[src/rtl/paddle_ctrl.sv]
// Right-paddle controller: debounced manual buttons with acceleration, or ball tracking
// in auto mode. All motion and hit reporting are paced by a free-running frame tick.
module paddle_ctrl #(
  parameter int SCREEN_H   = 480,
  parameter int PAD_HALF   = 20,
  parameter int PAD_X      = 540,
  parameter int STEP_MIN   = 2,
  parameter int STEP_MAX   = 8,
  parameter int TICK_BITS  = 18,
  parameter int DEB_CYCLES = 1000
) (
  input  logic       clk,
  input  logic       reset,
  input  logic       btn_up,
  input  logic       btn_down,
  input  logic       auto_mode,
  input  logic [9:0] ball_x_pos,
  input  logic [9:0] ball_y_pos,
  output logic [9:0] right_paddle_pos,
  output logic       frame_tick,
  output logic       hit
);
  typedef enum logic [1:0] {IDLE, UP, DOWN, TRACK} state_t;

  localparam int NUM_BTN = 2;
  localparam int DCW     = (DEB_CYCLES > 1) ? $clog2(DEB_CYCLES) : 1;
  localparam int SPW     = $clog2(STEP_MAX + 1);
  localparam logic signed [11:0] POS_LO = 12'(PAD_HALF);
  localparam logic signed [11:0] POS_HI = 12'(SCREEN_H - 1 - PAD_HALF);
  localparam logic signed [11:0] SMAX   = 12'(STEP_MAX);
  localparam logic signed [11:0] HALF   = 12'(PAD_HALF);

  state_t                       state, state_nxt;
  logic [TICK_BITS-1:0]         tick_cnt;
  logic                         tick;
  logic [NUM_BTN-1:0]           raw_btn, deb_btn;
  logic [NUM_BTN-1:0][1:0]      sync;
  logic [NUM_BTN-1:0][DCW-1:0]  deb_cnt;
  logic [9:0]                   pos, pos_nxt;
  logic [SPW-1:0]               speed, speed_nxt, step;
  logic signed [11:0]           pos_s, ball_s, diff, mag, step_s, delta, new_pos;
  logic                         hit_nxt;

  assign tick             = &tick_cnt;
  assign raw_btn          = {btn_down, btn_up};
  assign right_paddle_pos = pos;

  // Per-button 2-flop synchroniser then a stability counter; a change is accepted
  // only after DEB_CYCLES consecutive samples disagree with the debounced level.
  always_ff @(posedge clk or posedge reset) begin
    if (reset) begin
      sync    <= '0;
      deb_cnt <= '0;
      deb_btn <= '0;
    end else begin
      for (int i = 0; i < NUM_BTN; i++) begin
        sync[i] <= {sync[i][0], raw_btn[i]};
        if (sync[i][1] == deb_btn[i]) begin
          deb_cnt[i] <= '0;
        end else if (deb_cnt[i] == DCW'(DEB_CYCLES - 1)) begin
          deb_btn[i] <= ~deb_btn[i];
          deb_cnt[i] <= '0;
        end else begin
          deb_cnt[i] <= deb_cnt[i] + DCW'(1);
        end
      end
    end
  end

  always_ff @(posedge clk or posedge reset) begin
    if (reset)     state <= IDLE;
    else if (tick) state <= state_nxt;
  end

  always_comb begin
    state_nxt = IDLE;
    if (auto_mode)             state_nxt = TRACK;
    else if (deb_btn == 2'b01) state_nxt = UP;
    else if (deb_btn == 2'b10) state_nxt = DOWN;
  end

  // The move on a tick uses the state decided on that tick; entering a state starts at STEP_MIN.
  always_comb begin
    pos_s     = {2'b00, pos};
    ball_s    = {2'b00, ball_y_pos};
    diff      = ball_s - pos_s;
    mag       = diff[11] ? -diff : diff;
    step      = (state_nxt == state) ? speed : SPW'(STEP_MIN);
    step_s    = 12'(step);
    speed_nxt = SPW'(STEP_MIN);
    delta     = '0;
    case (state_nxt)
      UP: begin
        delta     = -step_s;
        speed_nxt = (step >= SPW'(STEP_MAX)) ? SPW'(STEP_MAX) : step + SPW'(1);
      end
      DOWN: begin
        delta     = step_s;
        speed_nxt = (step >= SPW'(STEP_MAX)) ? SPW'(STEP_MAX) : step + SPW'(1);
      end
      TRACK:   delta = (mag > SMAX) ? (diff[11] ? -SMAX : SMAX) : diff;
      default: delta = '0;
    endcase
    new_pos = pos_s + delta;
    if (new_pos < POS_LO)      new_pos = POS_LO;
    else if (new_pos > POS_HI) new_pos = POS_HI;
    pos_nxt = 10'(new_pos);
    hit_nxt = (ball_x_pos >= 10'(PAD_X)) && (mag <= HALF);
  end

  always_ff @(posedge clk or posedge reset) begin
    if (reset) begin
      tick_cnt   <= '0;
      pos        <= 10'(SCREEN_H / 2);
      speed      <= SPW'(STEP_MIN);
      frame_tick <= 1'b0;
      hit        <= 1'b0;
    end else begin
      tick_cnt   <= tick_cnt + TICK_BITS'(1);
      frame_tick <= tick;
      hit        <= tick & hit_nxt;
      if (tick) begin
        pos   <= pos_nxt;
        speed <= speed_nxt;
      end
    end
  end
endmodule

[config.mk]
export PLATFORM = sky130hd
export DESIGN_NAME = paddle_ctrl
export DESIGN_NICKNAME = d
export VERILOG_FILES = /design/src/rtl/paddle_ctrl.sv
export SDC_FILE = /design/constraint.sdc
export NUM_CORES = 1
export LEC_CHECK = 0
export CAP_MARGIN = 0
export CORE_MARGIN = 2
export CORE_UTILIZATION = 63
export DETAILED_ROUTE_END_ITERATION = 10
export PLACE_DENSITY = 0.86
export SLEW_MARGIN = 20
export SYNTH_ARGS = -nofsm -noshare
export SYNTH_HDL_FRONTEND = slang
export SYNTH_SLANG_ARGS = --single-unit
[constraint.sdc]
create_clock -name clk -period 11.05 [get_ports clk]
set_input_delay 2.7625 -clock clk [delete_from_list [all_inputs] [get_ports clk]]
set_output_delay 2.7625 -clock clk [all_outputs]
set_load 0.02 [all_outputs]
## After elaboration in Yosys (flattened, before gate mapping)

Index checks and enable logic that the tools add are counted.

| word-level totals | value |
|---|---|
| register bits | 62 |
| output and inout bits | 12 |
| word-level logic and storage cells | 62 |

| cells by class | value |
|---|---|
| add/sub/neg operators | 8 |
| order comparisons | 6 |
| equal/unequal tests | 10 |
| multiplexer cells | 16 |
| bitwise logic cells | 5 |
| reductions and logical operators | 5 |

Operators by type and width:

| operator | count |
|---|---|
| two-way mux 10 bit | 6 |
| two-way mux 12 bit | 3 |
| one-hot mux 12 bit (3 select lines) | 1 |
| adder 10 x 1 -> 10 bit (second input constant) | 2 |
| == test 10 bit (second input constant) | 2 |
| adder 18 x 1 -> 18 bit (second input constant) | 1 |
| AND reduction 18 bit | 1 |
| adder 11 x 12 -> 12 bit | 1 |
| greater-than comparator 12 x 10 -> 1 bit (second input constant) | 1 |
| greater-than comparator 12 x 5 -> 1 bit (second input constant) | 1 |
| less-or-equal comparator 12 x 6 -> 1 bit (second input constant) | 1 |
| < comparator 12 x 6 -> 1 bit (second input constant) | 1 |
| two-way mux 4 bit | 3 |
| negation 11 -> 12 bit | 1 |
| negation 4 -> 12 bit | 1 |
| subtractor 10 x 10 -> 11 bit | 1 |
| greater-or-equal comparator 10 bit (second input constant) | 1 |
| == test 2 bit (second input constant) | 3 |
| two-way mux 2 bit | 3 |
| adder 4 x 1 -> 4 bit (second input constant) | 1 |
| == test 2 x 1 -> 1 bit (second input constant) | 2 |
| greater-or-equal comparator 4 bit (second input constant) | 1 |
| inverter 1 bit | 4 |
| AND reduction 2 bit | 2 |
| other kinds (5) | 6 |

## Depth between registers and ports, before layout

| logic depth | value |
|---|---|
| depth in word-level cells | 12 |
| gate-level depth with buffers | 22 |
| gate-level depth less buffers | 22 |

## Worst setup path before layout

OpenSTA, ideal clock, no wires.

| timing | value |
|---|---|
| path kind | input-to-reg |
| from | input port ball_y_pos[0] |
| to | register pos[2], in the netlist right_paddle_pos[2] |
| arrival time | 7,477 ps |
| data required time | 10,921 ps |
| path slack | 3,445 ps |
| cell stages on the path | 21 |
| path buffers | 0 |
| cell sequence | inv_1 -> ha_1 -> inv_1 -> fa_1 -> a211oi_1 -> nor2_1 -> xnor2_2 -> nand3_1 -> or4_1 -> a21oi_2 -> a31oi_2 -> o41ai_1 -> ha_1 -> a211oi_1 -> o21bai_1 -> a21boi_0 -> nor2_1 -> nor4_1 -> o21ai_0 -> a21oi_1 -> o21ai_0 |

| on the way | value |
|---|---|
| word-level cells in the longest chain between the ends | 10 |
| elaborated cells on any way between the ends | 12 |
| those cells by class | 3 x add/sub; 3 x order compare; 6 x mux |

Ends and longest elaborated chain:

| element | RTL line | RTL |
|---|---|---|
| from (decl) | 18 | `input logic [9:0] ball_y_pos,` |
| subtractor 10 x 10 -> 11 bit (*) | 86 | `diff = ball_s - pos_s;` |
| negation 11 -> 12 bit | 87 | `mag = diff[11] ? -diff : diff;` |
| two-way mux 12 bit | 87 |  |
| greater-than comparator 12 x 5 -> 1 bit | 101 | `TRACK: delta = (mag > SMAX) ? (diff[11] ? -SMAX : SMAX) : diff;` |
| two-way mux 12 bit (*) | 101 |  |
| one-hot mux 12 bit (3 select lines) (*) | 92 | `case (state_nxt)` |
| adder 11 x 12 -> 12 bit (*) | 104 | `new_pos = pos_s + delta;` |
| greater-than comparator 12 x 10 -> 1 bit | 106 | `else if (new_pos > POS_HI) new_pos = POS_HI;` |
| two-way mux 10 bit | 106 |  |
| two-way mux 10 bit (*) | 105 | `if (new_pos < POS_LO) new_pos = POS_LO;` |
| to (signal assigned) | 114 | `pos <= 10'(SCREEN_H / 2);` |
| to (signal assigned) | 123 | `pos <= pos_nxt;` |
| to (decl) | 39 | `logic [9:0] pos, pos_nxt;` |

Mark *: on every way between the ends. The rest lies on a longest branch, timed or not.
A chain may end at the register's enable or synchronous reset.

## Worst setup path in the final report

| timing | value |
|---|---|
| from | input port ball_y_pos[0] |
| to | register pos[0], in the netlist right_paddle_pos[0] |

Same word-level chain as after synthesis.

==> results.ini <==
[pwr]
leakagePower_nw = 2.15
power.net_switching_uw = 231
total_power_uw = 658
seqPwrFrac_pct = 37.1
internal-power_uw = 427
switching_share_pct = 35.1
peakVddDrop_v = 0.000125
comb_power_share_pct = 33.1
power_density_nw_per_um2 = 131
clockPowerShare_pct = 29.9

[synthesis]
synth_top_area_share_pct = 32.2
ys_types = 72
synth_cells = 497
syn_area_per_cell_um2 = 8.90
synth_edf_count = 0
yosysWarnings = 0
ys_top_cells_by_area = dfrtp_1, ha_1, xnor2_1, nor2_1, xor2_1
yosysSeqAreaShare_pct = 35.2
synth_seq_cells = 62
syn_nets = 555
synth_ff_type = dfrtp_1
yosysTopAreaCell = dfrtp_1
synthArstFlopShare_pct = 100
synth_area_um2 = 4420

[placement]
dp_hpwl_um = 7140
place_worst_setup_slack_ps = 2150
dp_cells = 618
gp_congestion = 0.936
port_buffers = 34

[sta]
setup_viol = 0
finalHoldWorstSlack_ps = 354
skew_ps = 9.59
fin_crit_ps = 8830
period_share_pct = 79.9
tightest_slew_ps = 893
max_freq_mhz = 113
timing.final.ws_setup_ps = 2220
drv_slew = 0
report.final.hold_viol_count = 0
timing.setup.tns_ps = 0
rsz0062_at_grt = false
relSlewSlack_pct = 39.9

[route]
vias = 3813
postRouteAntennaNets = 0
firstDrtPassIters = 5
drc = 0
wl_per_cell_um = 15.1
wl_um = 9560
viasPerCell = 6.01
drt_iter0_drc = 255

[critical_path]
crit_arrival_ps = 9100
cp_slowest_cell = nor4_1
cp_top_family = compound AO/OA/AOI/OAI gates
crit_start = ball_y_pos[0]
endpoint_kind = flop
crit_chain = clkdlybuf4s50_1 -> inv_1 -> ha_1 -> inv_1 -> fa_1 -> xnor2_1 -> and3_1 -> nor4b_1 -> a31oi_1 -> o41ai_1 -> a31oi_2 -> o41ai_1 -> ha_1 -> a211oi_1 -> o21bai_1 -> a21boi_0 -> nor2_1 -> nor4_1 -> a21oi_1 -> o21ai_0 -> a22o_1
cp.required_ps = 11330
path_buf_inv = 3
setup.worst_path.class = in2reg
r2r-start = right_paddle_pos[0]$_DFFE_PP0P_
critPathLaunchType = input port
path_max_fanout = 8
cpPeakStageDelay_ps = 790

[flow_run]
drv_cap = 0

[clock_network]
clk_latency_ps = 340
clock-root-buffer = clkbuf_8
path_clk_slew_ps = 80
cts_hold_buf = 0
cts_setup_buffers = 0
numCtsBuffers = 9
max-clock-path-buffers = 2
cts.sinks = 62
ctsHtreeMaxLevel = 3
cts_resized = 0
cts_tree = done

[final_layout]
regArea_um2 = 1560
area_growth_pct = 13.7
fin_nets = 591
multi_input_area_um2 = 2670
stdcell_count = 634
nFillCells = 517
num_antenna_cells = 0
drive_gt1_share_pct = 7.81

[global_route]
grt_max_degree = 63
grt-ovfl-total = 0
grtUsageTotal_pct = 25.8
grt_pass1_vias = 3581
grt_first_pass_wirelength_um = 15600
antenna_found_initial = 0

[min_path]
hp-start = sync[0]$_DFF_PP0_
hold_class = reg2reg

[floorplan]
die_y_um = 87.8
die_w_um = 87.8
rows = 30
die_area_um2 = 7710
core-area_um2 = 6790
initial_core_util_pct = 65.1
ios = 37

[status]
status = finished, final reports clean

## cell type report
class | instances | area share, %
Multi-Input combinational cell | 387 | 53.0
Sequential cell | 62 | 31.0
Tap cell | 96 | 2.39
Clock inverter | 7 | 1.44
Inverter | 38 | 2.84
Timing Repair Buffer | 35 | 6.91
Clock buffer | 9 | 2.46
## final timing paths
kind,end,slack [ps],cells after the start
max,right_paddle_pos[0]$_DFFE_PP0P_,2220,21
min,sync[1]$_DFF_PP0_,350,0
max reg2reg,right_paddle_pos[0]$_DFFE_PP0P_,4570,19
min reg2reg,sync[1]$_DFF_PP0_,350,0
max in group asynchronous,deb_cnt[7]$_DFF_PP0_,7610,3
min in group asynchronous,deb_cnt[15]$_DFF_PP0_,2950,3
## power groups by stage
stage | clock network (mW) | registers (mW) | logic (mW)
4_1_cts | 0.201 | 0.243 | 0.214
5_1_grt | 0.213 | 0.245 | 0.239
6_report | 0.197 | 0.244 | 0.218
3_5_place_dp | 0 | 0.248 | 0.212
2_1_floorplan | 0 | 0.250 | 0.158
3_3_place_gp | 0 | 0.248 | 0.204
## placed cells by master, fill, tap and decap left out, types with 3 or more instances in the layout
master	Yosys	final
o21a_1	4	4
a21oi_2	4	4
dfstp_2	5	5
nand2_1	36	36
clkdlybuf4s50_1	0	34
a21o_1	4	4
xnor2_1	28	28
or4_1	4	4
a22o_1	7	7
o21ai_1	3	3
dfrtp_1	57	57
nand2b_1	6	6
ha_1	31	31
and3_1	6	6
o21ai_0	26	26
a31oi_1	5	5
inv_1	37	36
clkbuf_8	0	9
mux2_2	3	3
nand4_1	8	8
o21bai_1	4	4
a211oi_1	6	6
nor4_1	7	7
or3_1	6	6
a21oi_1	29	29
a21boi_0	3	3
o41ai_1	3	3
nand3_1	21	21
xor2_1	20	20
nor3_1	8	8
o31ai_1	3	3
nor2_1	50	50
## synth_stat cells (6+ instances only)
cell type	number
dfrtp_1	57
nor2_1	50
inv_1	37
nand2_1	36
ha_1	31
a21oi_1	29
xnor2_1	28
o21ai_0	26
nand3_1	21
xor2_1	20
nand4_1	8
nor3_1	8
a22o_1	7
nor4_1	7
a211oi_1	6
and3_1	6
clkbuf_1	6
nand2b_1	6
or3_1	6
## logic make-up after synthesis
| kind of cell | share of synthesized area, % |
|---|---|
| and+or+nand+nor | 19.2 |
| AOI/OAI and AO/OA | 20.3 |
| DFF | 35.2 |
| xor gates and xnor gates | 9.87 |
| buffers and inverters | 4.52 |
| adders and majority gates | 9.67 |
| muxes | 1.22 |
## metrics by stage
step	area, µm²	util, %
6_report	5030	74.1
5_1_grt	5030	74.1
3_3_place_gp	4830	71.2
3_5_place_dp	4830	71.2
4_1_cts	5030	74.1
2_1_floorplan	4420	-
## worst register-to-register path, delay by kind of cell, from the launching register on
kind                     cells  cell delay, ps
AO/OA/AOI/OAI               10            2730
AND/OR/NAND/NOR              4            1650
adder cells (fa/ha/maj)      3             990
XOR/XNOR                     1             500
flip-flops                   1             480
buffers and inverters        1              50
## sequential cells by signal, indices dropped and copies added (netlist names)
| signal | count |
|---|---|
| deb_btn | 2 |
| deb_cnt | 20 |
| frame_tick | 1 |
| hit | 1 |
| right_paddle_pos | 10 |
| speed | 4 |
| state | 2 |
| sync | 4 |
| tick_cnt | 18 |
## routing by layer
| metal | up-vias | part of all wire (%) | GRT usage, % |
|---|---|---|---|
| met3 | 27 | 5.0 | 5.18 |
| li1 | 1882 | - | - |
| met5 | - | 0 | 0 |
| met1 | 1773 | 44 | 32.9 |
| met2 | 131 | 49 | 43.1 |
| met4 | 0 | 2.2 | 10.6 |
No activity file was read; power rests on OpenSTA's default activity.
